<file path="src/rtl/lsu_mem_ctrl_if.sv">
// Load/store controller bus bundle: EX/MEM request, data-memory port and
// writeback response. The controller uses the slave view; the pipeline/memory
// side (or a testbench) uses the master view.
interface lsu_mem_ctrl_if #(
  parameter int unsigned d_width = 32,
  parameter int unsigned a_width = 8
);
  // EX/MEM request
  logic               req_valid;
  logic               req_ready;
  logic               req_store;
  logic [2:0]         req_funct3;
  logic [31:0]        req_addr;
  logic [d_width-1:0] req_wdata;
  logic [4:0]         req_rd;

  // Data memory wrapper
  logic               dmem_en;
  logic               dmem_load_store;
  logic [1:0]         dmem_byteadd;
  logic [2:0]         dmem_func;
  logic [a_width-1:0] dmem_addr;
  logic [d_width-1:0] dmem_wdata;
  logic [d_width-1:0] dmem_rdata;

  // Writeback response
  logic               wb_valid;
  logic               wb_we;
  logic [4:0]         wb_rd;
  logic [d_width-1:0] wb_data;
  logic               wb_err;
  logic [1:0]         wb_err_cause;
  logic [31:0]        wb_err_addr;

  modport slave (
    input  req_valid, req_store, req_funct3, req_addr, req_wdata, req_rd,
    input  dmem_rdata,
    output req_ready,
    output dmem_en, dmem_load_store, dmem_byteadd, dmem_func, dmem_addr, dmem_wdata,
    output wb_valid, wb_we, wb_rd, wb_data, wb_err, wb_err_cause, wb_err_addr
  );

  modport master (
    output req_valid, req_store, req_funct3, req_addr, req_wdata, req_rd,
    output dmem_rdata,
    input  req_ready,
    input  dmem_en, dmem_load_store, dmem_byteadd, dmem_func, dmem_addr, dmem_wdata,
    input  wb_valid, wb_we, wb_rd, wb_data, wb_err, wb_err_cause, wb_err_addr
  );
endinterface

</file>
<file path="src/rtl/lsu_mem_ctrl.sv">
// Memory-stage load/store controller. Takes one request at a time, checks
// funct3 / alignment / range, issues a single registered access to the
// word-organised data memory and returns a one-cycle writeback pulse.
module lsu_mem_ctrl #(
  parameter int unsigned d_width = 32,
  parameter int unsigned a_width = 8
) (
  input  logic         clk,
  input  logic         rst_n,
  lsu_mem_ctrl_if.slave bus
);

  localparam logic [1:0] IDLE  = 2'd0;
  localparam logic [1:0] ISSUE = 2'd1;
  localparam logic [1:0] RESP  = 2'd2;
  localparam logic [1:0] ERR   = 2'd3;

  localparam logic [1:0] CAUSE_NONE  = 2'b00;
  localparam logic [1:0] CAUSE_F3    = 2'b01;
  localparam logic [1:0] CAUSE_ALIGN = 2'b10;
  localparam logic [1:0] CAUSE_RANGE = 2'b11;

  logic [1:0]         state_q, state_d;
  logic               store_q, store_d;
  logic [31:0]        addr_q, addr_d;
  logic [4:0]         rd_q, rd_d;
  logic [1:0]         cause_q, cause_d;

  logic               dmem_en_q, dmem_en_d;
  logic               dmem_ls_q, dmem_ls_d;
  logic [1:0]         dmem_byteadd_q, dmem_byteadd_d;
  logic [2:0]         dmem_func_q, dmem_func_d;
  logic [a_width-1:0] dmem_addr_q, dmem_addr_d;
  logic [d_width-1:0] dmem_wdata_q, dmem_wdata_d;

  logic               accept;
  logic               f3_illegal;
  logic               misaligned;
  logic               out_of_range;
  logic [1:0]         req_cause;

  assign accept = bus.req_valid && (state_q == IDLE);

  // Fault classification of the incoming request, highest priority first
  always_comb begin
    if (bus.req_store) begin
      f3_illegal = (bus.req_funct3 > 3'b010);
    end else begin
      f3_illegal = (bus.req_funct3 == 3'b011) || (bus.req_funct3 == 3'b110) ||
                   (bus.req_funct3 == 3'b111);
    end
    misaligned   = ((bus.req_funct3[1:0] == 2'b01) && bus.req_addr[0]) ||
                   ((bus.req_funct3[1:0] == 2'b10) && (bus.req_addr[1:0] != 2'b00));
    out_of_range = ((bus.req_addr >> (a_width + 2)) != 32'd0);
    if (f3_illegal) begin
      req_cause = CAUSE_F3;
    end else if (misaligned) begin
      req_cause = CAUSE_ALIGN;
    end else if (out_of_range) begin
      req_cause = CAUSE_RANGE;
    end else begin
      req_cause = CAUSE_NONE;
    end
  end

  // Next-state, request capture and memory-port register loading.
  // The dmem_* registers are loaded on the accepting edge so the access is
  // already on the port during ISSUE; they hold their value elsewhere.
  always_comb begin
    state_d        = state_q;
    store_d        = store_q;
    addr_d         = addr_q;
    rd_d           = rd_q;
    cause_d        = cause_q;
    dmem_en_d      = 1'b0;
    dmem_ls_d      = dmem_ls_q;
    dmem_byteadd_d = dmem_byteadd_q;
    dmem_func_d    = dmem_func_q;
    dmem_addr_d    = dmem_addr_q;
    dmem_wdata_d   = dmem_wdata_q;
    case (state_q)
      IDLE: begin
        if (accept) begin
          store_d = bus.req_store;
          addr_d  = bus.req_addr;
          rd_d    = bus.req_rd;
          cause_d = req_cause;
          if (req_cause != CAUSE_NONE) begin
            state_d = ERR;
          end else begin
            state_d        = ISSUE;
            dmem_en_d      = 1'b1;
            dmem_ls_d      = bus.req_store;
            dmem_byteadd_d = bus.req_addr[1:0];
            dmem_func_d    = bus.req_funct3;
            dmem_addr_d    = bus.req_addr[a_width+1:2];
            dmem_wdata_d   = bus.req_wdata;
          end
        end
      end
      ISSUE:   state_d = RESP;
      RESP:    state_d = IDLE;
      ERR:     state_d = IDLE;
      default: state_d = IDLE;
    endcase
  end

  // State and captured-request registers, cleared asynchronously
  always_ff @(posedge clk or negedge rst_n) begin
    if (!rst_n) begin
      state_q        <= IDLE;
      store_q        <= 1'b0;
      addr_q         <= '0;
      rd_q           <= '0;
      cause_q        <= CAUSE_NONE;
      dmem_en_q      <= 1'b0;
      dmem_ls_q      <= 1'b0;
      dmem_byteadd_q <= '0;
      dmem_func_q    <= '0;
      dmem_addr_q    <= '0;
      dmem_wdata_q   <= '0;
    end else begin
      state_q        <= state_d;
      store_q        <= store_d;
      addr_q         <= addr_d;
      rd_q           <= rd_d;
      cause_q        <= cause_d;
      dmem_en_q      <= dmem_en_d;
      dmem_ls_q      <= dmem_ls_d;
      dmem_byteadd_q <= dmem_byteadd_d;
      dmem_func_q    <= dmem_func_d;
      dmem_addr_q    <= dmem_addr_d;
      dmem_wdata_q   <= dmem_wdata_d;
    end
  end

  assign bus.req_ready       = (state_q == IDLE);
  assign bus.dmem_en         = dmem_en_q;
  assign bus.dmem_load_store = dmem_ls_q;
  assign bus.dmem_byteadd    = dmem_byteadd_q;
  assign bus.dmem_func       = dmem_func_q;
  assign bus.dmem_addr       = dmem_addr_q;
  assign bus.dmem_wdata      = dmem_wdata_q;

  // Writeback decode: pulses in RESP/ERR, load data passed straight through
  always_comb begin
    bus.wb_valid     = 1'b0;
    bus.wb_we        = 1'b0;
    bus.wb_rd        = '0;
    bus.wb_data      = '0;
    bus.wb_err       = 1'b0;
    bus.wb_err_cause = CAUSE_NONE;
    bus.wb_err_addr  = '0;
    case (state_q)
      RESP: begin
        bus.wb_valid = 1'b1;
        bus.wb_rd    = rd_q;
        if (!store_q) begin
          bus.wb_we   = 1'b1;
          bus.wb_data = bus.dmem_rdata;
        end
      end
      ERR: begin
        bus.wb_valid     = 1'b1;
        bus.wb_rd        = rd_q;
        bus.wb_err       = 1'b1;
        bus.wb_err_cause = cause_q;
        bus.wb_err_addr  = addr_q;
      end
      default: ;
    endcase
  end

endmodule

</file>
<file path="src/flat_wrapper.sv">
// flat-port wrapper written by rule: the top's interface ports become plain ports
module lsu_mem_ctrl_flat 
#(
  parameter int unsigned d_width = 32,
  parameter int unsigned a_width = 8
)
  (clk, rst_n, bus_req_valid, bus_req_store, bus_req_funct3, bus_req_addr, bus_req_wdata, bus_req_rd, bus_dmem_rdata, bus_req_ready, bus_dmem_en, bus_dmem_load_store, bus_dmem_byteadd, bus_dmem_func, bus_dmem_addr, bus_dmem_wdata, bus_wb_valid, bus_wb_we, bus_wb_rd, bus_wb_data, bus_wb_err, bus_wb_err_cause, bus_wb_err_addr);
  lsu_mem_ctrl_if #(.d_width(d_width), .a_width(a_width)) bus_i ();
  input  logic clk;
  input  logic rst_n;
  input wire logic [$bits(bus_i.req_valid)-1:0] bus_req_valid;
  input wire logic [$bits(bus_i.req_store)-1:0] bus_req_store;
  input wire logic [$bits(bus_i.req_funct3)-1:0] bus_req_funct3;
  input wire logic [$bits(bus_i.req_addr)-1:0] bus_req_addr;
  input wire logic [$bits(bus_i.req_wdata)-1:0] bus_req_wdata;
  input wire logic [$bits(bus_i.req_rd)-1:0] bus_req_rd;
  input wire logic [$bits(bus_i.dmem_rdata)-1:0] bus_dmem_rdata;
  output wire logic [$bits(bus_i.req_ready)-1:0] bus_req_ready;
  output wire logic [$bits(bus_i.dmem_en)-1:0] bus_dmem_en;
  output wire logic [$bits(bus_i.dmem_load_store)-1:0] bus_dmem_load_store;
  output wire logic [$bits(bus_i.dmem_byteadd)-1:0] bus_dmem_byteadd;
  output wire logic [$bits(bus_i.dmem_func)-1:0] bus_dmem_func;
  output wire logic [$bits(bus_i.dmem_addr)-1:0] bus_dmem_addr;
  output wire logic [$bits(bus_i.dmem_wdata)-1:0] bus_dmem_wdata;
  output wire logic [$bits(bus_i.wb_valid)-1:0] bus_wb_valid;
  output wire logic [$bits(bus_i.wb_we)-1:0] bus_wb_we;
  output wire logic [$bits(bus_i.wb_rd)-1:0] bus_wb_rd;
  output wire logic [$bits(bus_i.wb_data)-1:0] bus_wb_data;
  output wire logic [$bits(bus_i.wb_err)-1:0] bus_wb_err;
  output wire logic [$bits(bus_i.wb_err_cause)-1:0] bus_wb_err_cause;
  output wire logic [$bits(bus_i.wb_err_addr)-1:0] bus_wb_err_addr;
  assign bus_i.req_valid = bus_req_valid;
  assign bus_i.req_store = bus_req_store;
  assign bus_i.req_funct3 = bus_req_funct3;
  assign bus_i.req_addr = bus_req_addr;
  assign bus_i.req_wdata = bus_req_wdata;
  assign bus_i.req_rd = bus_req_rd;
  assign bus_i.dmem_rdata = bus_dmem_rdata;
  assign bus_req_ready = bus_i.req_ready;
  assign bus_dmem_en = bus_i.dmem_en;
  assign bus_dmem_load_store = bus_i.dmem_load_store;
  assign bus_dmem_byteadd = bus_i.dmem_byteadd;
  assign bus_dmem_func = bus_i.dmem_func;
  assign bus_dmem_addr = bus_i.dmem_addr;
  assign bus_dmem_wdata = bus_i.dmem_wdata;
  assign bus_wb_valid = bus_i.wb_valid;
  assign bus_wb_we = bus_i.wb_we;
  assign bus_wb_rd = bus_i.wb_rd;
  assign bus_wb_data = bus_i.wb_data;
  assign bus_wb_err = bus_i.wb_err;
  assign bus_wb_err_cause = bus_i.wb_err_cause;
  assign bus_wb_err_addr = bus_i.wb_err_addr;
  lsu_mem_ctrl #(.d_width(d_width), .a_width(a_width)) u_core (.clk(clk), .rst_n(rst_n), .bus(bus_i));
endmodule
</file>
<file path="config.mk">
export PLATFORM = sky130hd
export DESIGN_NAME = lsu_mem_ctrl_flat
export DESIGN_NICKNAME = d
export VERILOG_FILES = /design/src/rtl/lsu_mem_ctrl_if.sv /design/src/rtl/lsu_mem_ctrl.sv /design/src/flat_wrapper.sv
export SDC_FILE = /design/constraint.sdc
export NUM_CORES = 1
export LEC_CHECK = 0
export ABC_AREA = 1
export CORE_ASPECT_RATIO = 0.8
export CORE_UTILIZATION = 38
export DETAILED_ROUTE_END_ITERATION = 6
export GPL_TIMING_DRIVEN = 0
export PLACE_DENSITY = 0.8
export SLEW_MARGIN = 0
export SYNTH_ARGS = -nofsm -noshare
export SYNTH_HDL_FRONTEND = slang
export SYNTH_SLANG_ARGS = --single-unit
</file>
<file path="constraint.sdc">
create_clock -name clk -period 1.85 [get_ports clk]
set_clock_uncertainty 0.1 [all_clocks]
set_input_delay 0.37 -clock clk [delete_from_list [all_inputs] [get_ports clk]]
set_output_delay 0.37 -clock clk [all_outputs]
set_load 0.03 [all_outputs]
</file>
# After elaboration in Yosys (flattened, before gate mapping)
# Index checks and enable logic that the tools add are counted.
[word_totals]
elab_cells = 54
output_inout_bits = 122
input_bits = 108
regBits = 89
[classes]
order_cmp = 1
reduce_logical = 13
bitwise_logic = 1
eq_ne = 9
mux = 19
[op_table]
columns = ["operator", "n"]
rows = [
  ["$mux 32", 3],
  ["$reduce_bool 32->1", 1],
  ["$mux 2", 6],
  ["$mux 1", 8],
  ["$eq 2x2->1 const B", 3],
  ["$eq 3x3->1 const B", 2],
  ["$pmux 2 s3", 1],
  ["$mux 5", 1],
  ["$eq 2x1->1 const B", 2],
  ["$reduce_bool 2->1", 2],
  ["$eq 3x2->1 const B", 1],
  ["$gt 3x2->1 const B", 1],
  ["$logic_and 1x1->1", 3],
  ["$logic_or 1x1->1", 3],
  ["$reduce_and 3->1", 1],
  ["$logic_not 2->1", 1],
  ["$ne 2x1->1 const B", 1],
  ["$reduce_and 2->1", 1],
  ["$reduce_or 2->1", 1],
  ["$not 1->1", 1],
]

# Longest topological paths before layout
# Gate-level depths: netlist of run 1.
[depth]
depth_word = 9
ltp_mapped = 11
ltp_nobuf = 9

# Worst setup path before layout of run 1
# OpenSTA, ideal clock, no wires.
[synth_path]
path_type = "register to output"
startpoint = "register u_core.state_q[1]"
endpoint = "output port bus_wb_data[10]"
required_ps = 1380
setup_slack_ps = -507
path_buffers = 2
path_stages_with_launch = 9
arrival_ps = 1887
cell_sequence = "dfrtp_1 > buf_2 > inv_1 > nor2_1 > inv_1 > nor2_1 > inv_1 > clkbuf_1 > nor2_1"
[synth_via]
elab_chain_len = 2
[synth_lines]
columns = ["element", "line", "source"]
rows = [
  ["from (decl)", "lsu_mem_ctrl.sv:23", "logic [1:0] state_q, state_d;"],
  ["from (signal assigned)", "lsu_mem_ctrl.sv:123", "state_q <= state_d;"],
  ["$eq 2x2->1", "lsu_mem_ctrl.sv:154", "case (state_q)"],
  ["$mux 32", "lsu_mem_ctrl.sv:154", ""],
  ["to (decl)", "flat_wrapper.sv:28", "output wire logic [$bits(bus_i.wb_data)-1:0] bus_wb_data;"],
]
# No other way between the ends.

# Worst setup path after layout of run 1
[layout_path]
startpoint = "register u_core.state_q[0]"
endpoint = "output port bus_wb_data[11]"
# The elaborated chain is that of the path after synthesis.

==> results.md, run 1 <==
* Status: finished, violations left
* Failing checks: setup timing
* CP Buf/Inv Count at 4
* Hold depth at 3
* Slew Viols, Final at 0
* Finished Core Util at between 70 and 80%
* Synth-to-layout area growth at 86.1%
* Mapped Cells at 532
* Die area at 0.0110 sq mm
* Starting Density at 39.2%
* Drt drc at 0
* Routed Antenna Nets at 0
* Hold EP: u_core.addr_q[17]$_DFFE_PN0P_
* Worst hold-check slack at 215 ps
* Placed Area at 0.00680 sq mm
* Fin cells at 938
* Io pins at 230
* Pwr Density at 765 mW/mm^2
* Met1 Resource Use GR at 29.9%
* M2 GR Usage at 44.2%
* Hold path startpoint: bus_req_addr[17]
* Hold Path Class: in2reg
* Peak VDD IR at 444 uV
* RR Endpoint: u_core.bus.dmem_wdata[19]$_DFFE_PN0P_
* WP data required at roughly 1400 ps
* Synth area leader: dfrtp_1
* Reg clk slew, reported paths at 70 ps
* Final #Nets at 901
* Actual slew at the worst max-slew pin at 496 ps
* Synth warn at 0
* Final worst slack at -271 ps
* Synthesized flop and latch total at 89
* Crit Path Class: reg2out
* Post-place setup slack at -549 ps
* Die Wd at around 120 um
* Fin crit period at 2120 ps
* Reg-to-Reg Start: u_core.state_q[1]$_DFFE_PN0P_
* Core area at a little over 0.01 sq mm
* Worst skew pair latency at 330 ps
* Startpoint class of the critical path: register
* Syn Std Cell Area at 0.00401 sq mm
* Endpoint class of the critical path: primary output
* Vias in the first global route at 4352
* Grt peak-use layer: met2
* Htree depth at 3
* # rows at 33
* Largest net degree at the start of global routing at 55
* CTS buffer count at 9
* CP max FO at 8
* CP max-delay cell: dfrtp_1
* Crit share post-route at 115%
* Total grt overflow at 0
* CTS tree: yes
* Filler cells at 783
* Antenna diodes at 0
* Drt via density at about 4.6
* Routed vias at roughly 4300
* Fmax at 471 MHz
* CTS sink count at 89
* R2R setup slack at -90 ps
* Post-Syn Nets at 640
* Placed cell count at 902
* First-pass GRT wire length at 21100 um
* Distinct cells, synth at 20
* Gpl congestion at 0.782
* Worst path cell trace: nor2_2 > inv_2 > nor2_4 > inv_6 > clkbuf_16 > nor2_4 > buf_6
* Final Hold Viols at 0
* GRT Overall Usage at 25.0%
* Critical Path AT at 1650 ps
* Met3 Use GR at 6.58%
* Reg2Reg Depth at 10
* Root Buffer: clkbuf_16
* Maximum Capacitance Violations at 0
* Die height at 93.9 um
* Unrepaired setup endpoints after global routing: yes
* Post-synth top area share at 55.5%
* Post-Route WL at ~14000 um
* Setup violators final at ~120
* CP most frequent cell: nor2_4
* Hpwl dp at between 10000 and 15000 um
* Avg Cell Area, Syn at 7.54 sq um
* Lkg Pwr at about 4.4 nW
* Worst slew margin at 67.0%
* Top area cells in the synthesized netlist: dfrtp_1 (56%), nand2_1 (19%), nor2_1 (7.9%), inv_1 (7.8%), o21ai_0 (4.0%)
* IO buf count at 229
* Drt pass-1 iters at 5
* Post-route cell area at 0.00747 sq mm
* Seq/Total Area, Yosys at approximately 56%
* Crit-path leading delay family: buffers and inverters
* CP max stage delay at 430 ps
* DRT iter0 DRCs at 183
* Initial antenna violation count at 0
* Clock Path Buffers at 2
* Routed len/inst at ~15 um
* Share of cells above drive strength 1 at 22.8%
-- layer usage --
layer  share of wire (%)  routed length [um]
met3                 7.8                1100
met2                  51                7060
met4                 2.0                 276
met5                   0                   0
met1                  40                5550
-- worst register-to-register path, cell delays in order (launching register included) --
cell	delay (ps)
dfrtp_1	380
buf_6	120
buf_4	150
buf_4	140
nor2_2	190
nand2_4	120
inv_2	120
nand3_4	160
buf_6	200
nand2_1	60
nand2_1	70
-- cells by family (layout without fill, tap and decap cells) --
group / Yosys count / in the layout / synth area share [%]
AO/OA/AOI/OAI: 39 / 39 / 5.12
buffers and inverters: 108 / 374 / 11.2
flip-flops: 89 / 89 / 55.5
AND/OR/NAND/NOR: 296 / 296 / 28.2
-- cells in the mapped netlist, drive strengths merged --
| library cell | count |
|---|---|
| o21ai | 32 |
| buf | 16 |
| clkbuf | 9 |
| o21a | 1 |
| a21oi | 4 |
| nor2 | 85 |
| nor2b | 1 |
| nor3 | 1 |
| nand3 | 4 |
| o31ai | 1 |
| nand2 | 205 |
| dfrtp | 89 |
| inv | 83 |
| o22ai | 1 |
-- final cells by class --
| type | instances | area (sq um) | share of cell area (%) |
|---|---|---|---|
| Clock inverter | 5 | 40.0 | 0.536 |
| Tap cell | 140 | 175 | 2.35 |
| Sequential cell | 89 | 2230 | 29.8 |
| Timing Repair Buffer | 250 | 2550 | 34.2 |
| Multi-Input combinational cell | 335 | 1630 | 21.8 |
| Clock buffer | 11 | 233 | 3.12 |
| Buffer | 25 | 295 | 3.96 |
| Inverter | 83 | 317 | 4.24 |
-- timing repair --
item / CTS / global route
cloned: 7 / 0
endpoints found under the setup margin: 126 / 184
endpoints found under the hold margin: 35 / 0
gates resized for setup: 431 / 86
buffers inserted: 4 / 8
hold buffers: 1 / 0
pin swaps: 14 / 3
-- worst max path at each step --
stage | start | end | slack, ps | cells after the start
detailed placement | u_core.state_q[1]$_DFFE_PN0P_ | bus_wb_data[20] | -550 | 9
CTS | u_core.state_q[1]$_DFFE_PN0P_ | bus_wb_data[21] | -280 | 9
global placement | rst_n | u_core.bus.dmem_wdata[8]$_DFFE_PN0P_ | -2860 | 1
finish | u_core.state_q[0]$_DFFE_PN0P_ | bus_wb_data[11] | -270 | 7
global route | u_core.state_q[1]$_DFFE_PN0P_ | bus_wb_data[11] | -350 | 9
floorplan | u_core.state_q[1]$_DFFE_PN0P_ | bus_wb_data[0] | -5 | 7
-- flip-flops by register name, indices dropped and copies added, names as in the netlist --
| name | cells |
|---|---|
| u_core.state_q | 2 |
| u_core.rd_q | 5 |
| u_core.bus.dmem_func | 3 |
| u_core.store_q | 1 |
| u_core.bus.dmem_wdata | 32 |
| u_core.cause_q | 2 |
| u_core.bus.dmem_en | 1 |
| u_core.bus.dmem_byteadd | 2 |
| u_core.bus.dmem_load_store | 1 |
| u_core.bus.dmem_addr | 8 |
| u_core.addr_q | 32 |
-- per-stage QoR --
stage / total power, mW / setup TNS, ps
global route: 5.99 / -27130
floorplan: 3.20 / -9.91
global placement: 3.88 / -304420
detailed placement: 3.93 / -52540
finish: 5.71 / -14390
CTS: 5.68 / -12880
-- cells in the final DEF, fill, tap and decap left out, types with 2 or more instances in the layout --
cell type        count
dlygate4sd2_1       20
clkdlybuf4s50_1     99
clkbuf_8             5
nand3_2              2
inv_1               79
nor2_4              32
inv_2                3
dfrtp_1             89
clkinvlp_4           3
inv_6                3
o21ai_0             32
buf_8                2
clkdlybuf4s18_2      3
clkdlybuf4s15_2     17
nand2_1            203
buf_2                6
buf_6               49
nor2_2               7
a21oi_1              3
clkbuf_1             4
nor2_1              46
buf_4               24
clkbuf_16           12
clkbuf_2             7
dlymetal6s2s_1      35
-- where the power goes --
part,total (mW),switching (mW),internal [mW]
registers,2.27,0.0928,2.18
logic,1.74,0.980,0.759
clock network,1.70,0.778,0.922
No activity file was read; power rests on OpenSTA's default activity.
==> run 2: changes to the inputs <==
==> constraint.sdc (replaced) <==
create_clock -name clk -period 2.1 [get_ports clk]
set_clock_uncertainty 0.1 [all_clocks]
set_input_delay 0.42 -clock clk [delete_from_list [all_inputs] [get_ports clk]]
set_output_delay 0.42 -clock clk [all_outputs]
set_load 0.03 [all_outputs]
==> run 2 against run 1 <==
Clock power decreased by 8%. Global-route usage is 0.24 points higher. Clock-buffer cell count unchanged. Cell area fell by 3.6%. Combinational power decreased by 10%. Non-clock buffer count is 8 lower. Critical path type unchanged. The flow finishes with violations (hold timing, setup timing). Sequential cell count is the same. Register-to-register slack better by 270 ps. Core utilization down 2.6 points. Routed wire length decreased by 1.6%.
==> results.md, run 2 (same netlist as run 1, synthesis figures left out) <==
* Worst slew margin at 59.3%
* Die height at 93.9 um
* IO buf count at about 230
* Critical Path AT at 1730 ps
* Most frequent cells in the layout: nand2_1 (203), clkdlybuf4s50_1 (153), dfrtp_1 (88), inv_1 (80), nor2_1 (50)
* Drt drc at 0
* Antenna diodes at 0
* Status: finished, violations left
* Post-route cell area at between 0.007 and 0.008 sq mm
* Core area at 0.0102 sq mm
* Reg clk slew, reported paths at 60 ps
* Slew Viols, Final at 0
* CTS tree: yes
* GRT Overall Usage at 25.3%
* Gpl congestion at 0.816
* Total grt overflow at 0
* Routed len/inst at 14.8 um
* Initial antenna violation count at 0
* Routed Antenna Nets at 0
* Setup violators final at 29
* Pwr Density at 712 mW/mm^2
* Post-place setup slack at -453 ps
* Synth-to-layout area growth at 79.5%
* Routed vias at 4174
* Finished Core Util at 70.3%
* Fmax at 445 MHz
* Peak VDD IR at 462 uV
* Drt via density at 4.49
* Vias in the first global route at 4229
* CTS buffer count at 9
* Drt pass-1 iters at 5
* First-pass GRT wire length at 21000 um
* Filler cells at 849
* Placed cell count at 902
* # rows at 33
* Final Hold Viols at 7
* Startpoint class of the critical path: register
* Endpoint class of the critical path: primary output
* Setup TNS at -3210 ps
* Starting Density at between 30% and 40%
* Die area at 0.0110 sq mm
* Crit share post-route at 107%
* Post-Route WL at 13800 um
* Clock Path Buffers at 2
* Die Wd at between 100 and 150 um
* Maximum Capacitance Violations at 0
* Io pins at 230
* Fin cells at 930
* Actual slew at the worst max-slew pin at 611 ps
* Commonest non-fill, non-tap cell in the layout: nand2_1
* WP data required at 1580 ps
* Worst skew pair latency at 340 ps
* Largest net degree at the start of global routing at 48
* Fin crit period at roughly 2200 ps
* Failing checks: hold timing, setup timing
* Total power at 5.13 mW
* Unrepaired setup endpoints after global routing: yes
* Worst hold-check slack at -13.8 ps
* Hpwl dp at approximately 10000 um
* Final #Nets at 893
* Root Buffer: clkbuf_16
* CTS sink count at 89
* Placed Area at between 0.006 and 0.007 sq mm
* Htree depth at 3
* Crit Path Class: reg2out
* Final worst slack at -145 ps
* Share of cells above drive strength 1 at 19.9%
* Lkg Pwr at roughly 3.7 nW
* DRT iter0 DRCs at between 150 and 200
* Hold Path Class: in2async
* CP max FO at 6
-- run 2: changes by cell type in the layout (fill, tap and decap cells not counted), moves of 14 or more --
cell,previous run,this run
clkdlybuf4s15_2,17,0
buf_6,49,35
dlymetal6s2s_1,35,0
buf_2,6,40
buf_4,24,9
clkdlybuf4s50_1,99,153
-- run 2: cell type report --
type                    instances  area [sq um]  share of cell area, %
repair buffers                242          2350                   32.6
flip-flops and latches         89          2230                   31.0
multi-input cells             335          1600                   22.2
inverters                      83           317                   4.40
plain buffers                  25           241                   3.35
clock buffers                  11           233                   3.23
well taps                     140           175                   2.43
clock inverters                 5          56.3                  0.782
-- run 2: what timing repair did --
action	4_1_cts	5_1_grt
hold buffers	0	0
setup endpoints to repair	75	100
resized for setup	352	73
pin swaps	2	7
cloned	3	0
setup buffers	3	7
-- run 2: worst paths after layout --
kind                       slack, ps  depth (start not counted)                                 from                              endpoint
min                              -10                          1                                rst_n  u_core.bus.dmem_wdata[3]$_DFFE_PN0P_
max                             -150                         10        u_core.state_q[1]$_DFFE_PN0P_                        bus_wb_data[3]
max in group asynchronous       1270                          2                                rst_n          u_core.addr_q[4]$_DFFE_PN0P_
max reg2reg                      180                          9        u_core.state_q[1]$_DFFE_PN0P_          u_core.addr_q[8]$_DFFE_PN0P_
min in group clk                 380                          2  u_core.bus.dmem_addr[4]$_DFFE_PN0P_   u_core.bus.dmem_addr[4]$_DFFE_PN0P_
min reg2reg                      380                          2  u_core.bus.dmem_addr[4]$_DFFE_PN0P_   u_core.bus.dmem_addr[4]$_DFFE_PN0P_
-- run 2: power breakdown --
part	leakage (nW)	total [mW]	internal [mW]	switching [mW]
clock	0.139	1.56	0.920	0.642
sequential	1.17	2.00	1.92	0.0785
combinational	2.42	1.56	0.691	0.870
total	3.73	5.13	3.53	1.59
-- run 2: worst max-delay path: stages, from the launching register on --
cell	delay, ps
dfrtp_1	340
buf_6	110
inv_2	30
nor2_2	80
inv_2	50
nor2_4	120
clkinv_4	100
buf_12	140
clkbuf_16	160
nor2_4	120
buf_6	140
-- run 2: routing by layer --
metal | vias up | routed length, um | track usage (%)
met5 | - | 0 | 0
met3 | 12 | 996 | 8.52
met2 | 134 | 6790 | 42.8
met1 | 1965 | 5830 | 31.2
met4 | 0 | 148 | 5.27
li1 | 2063 | - | -
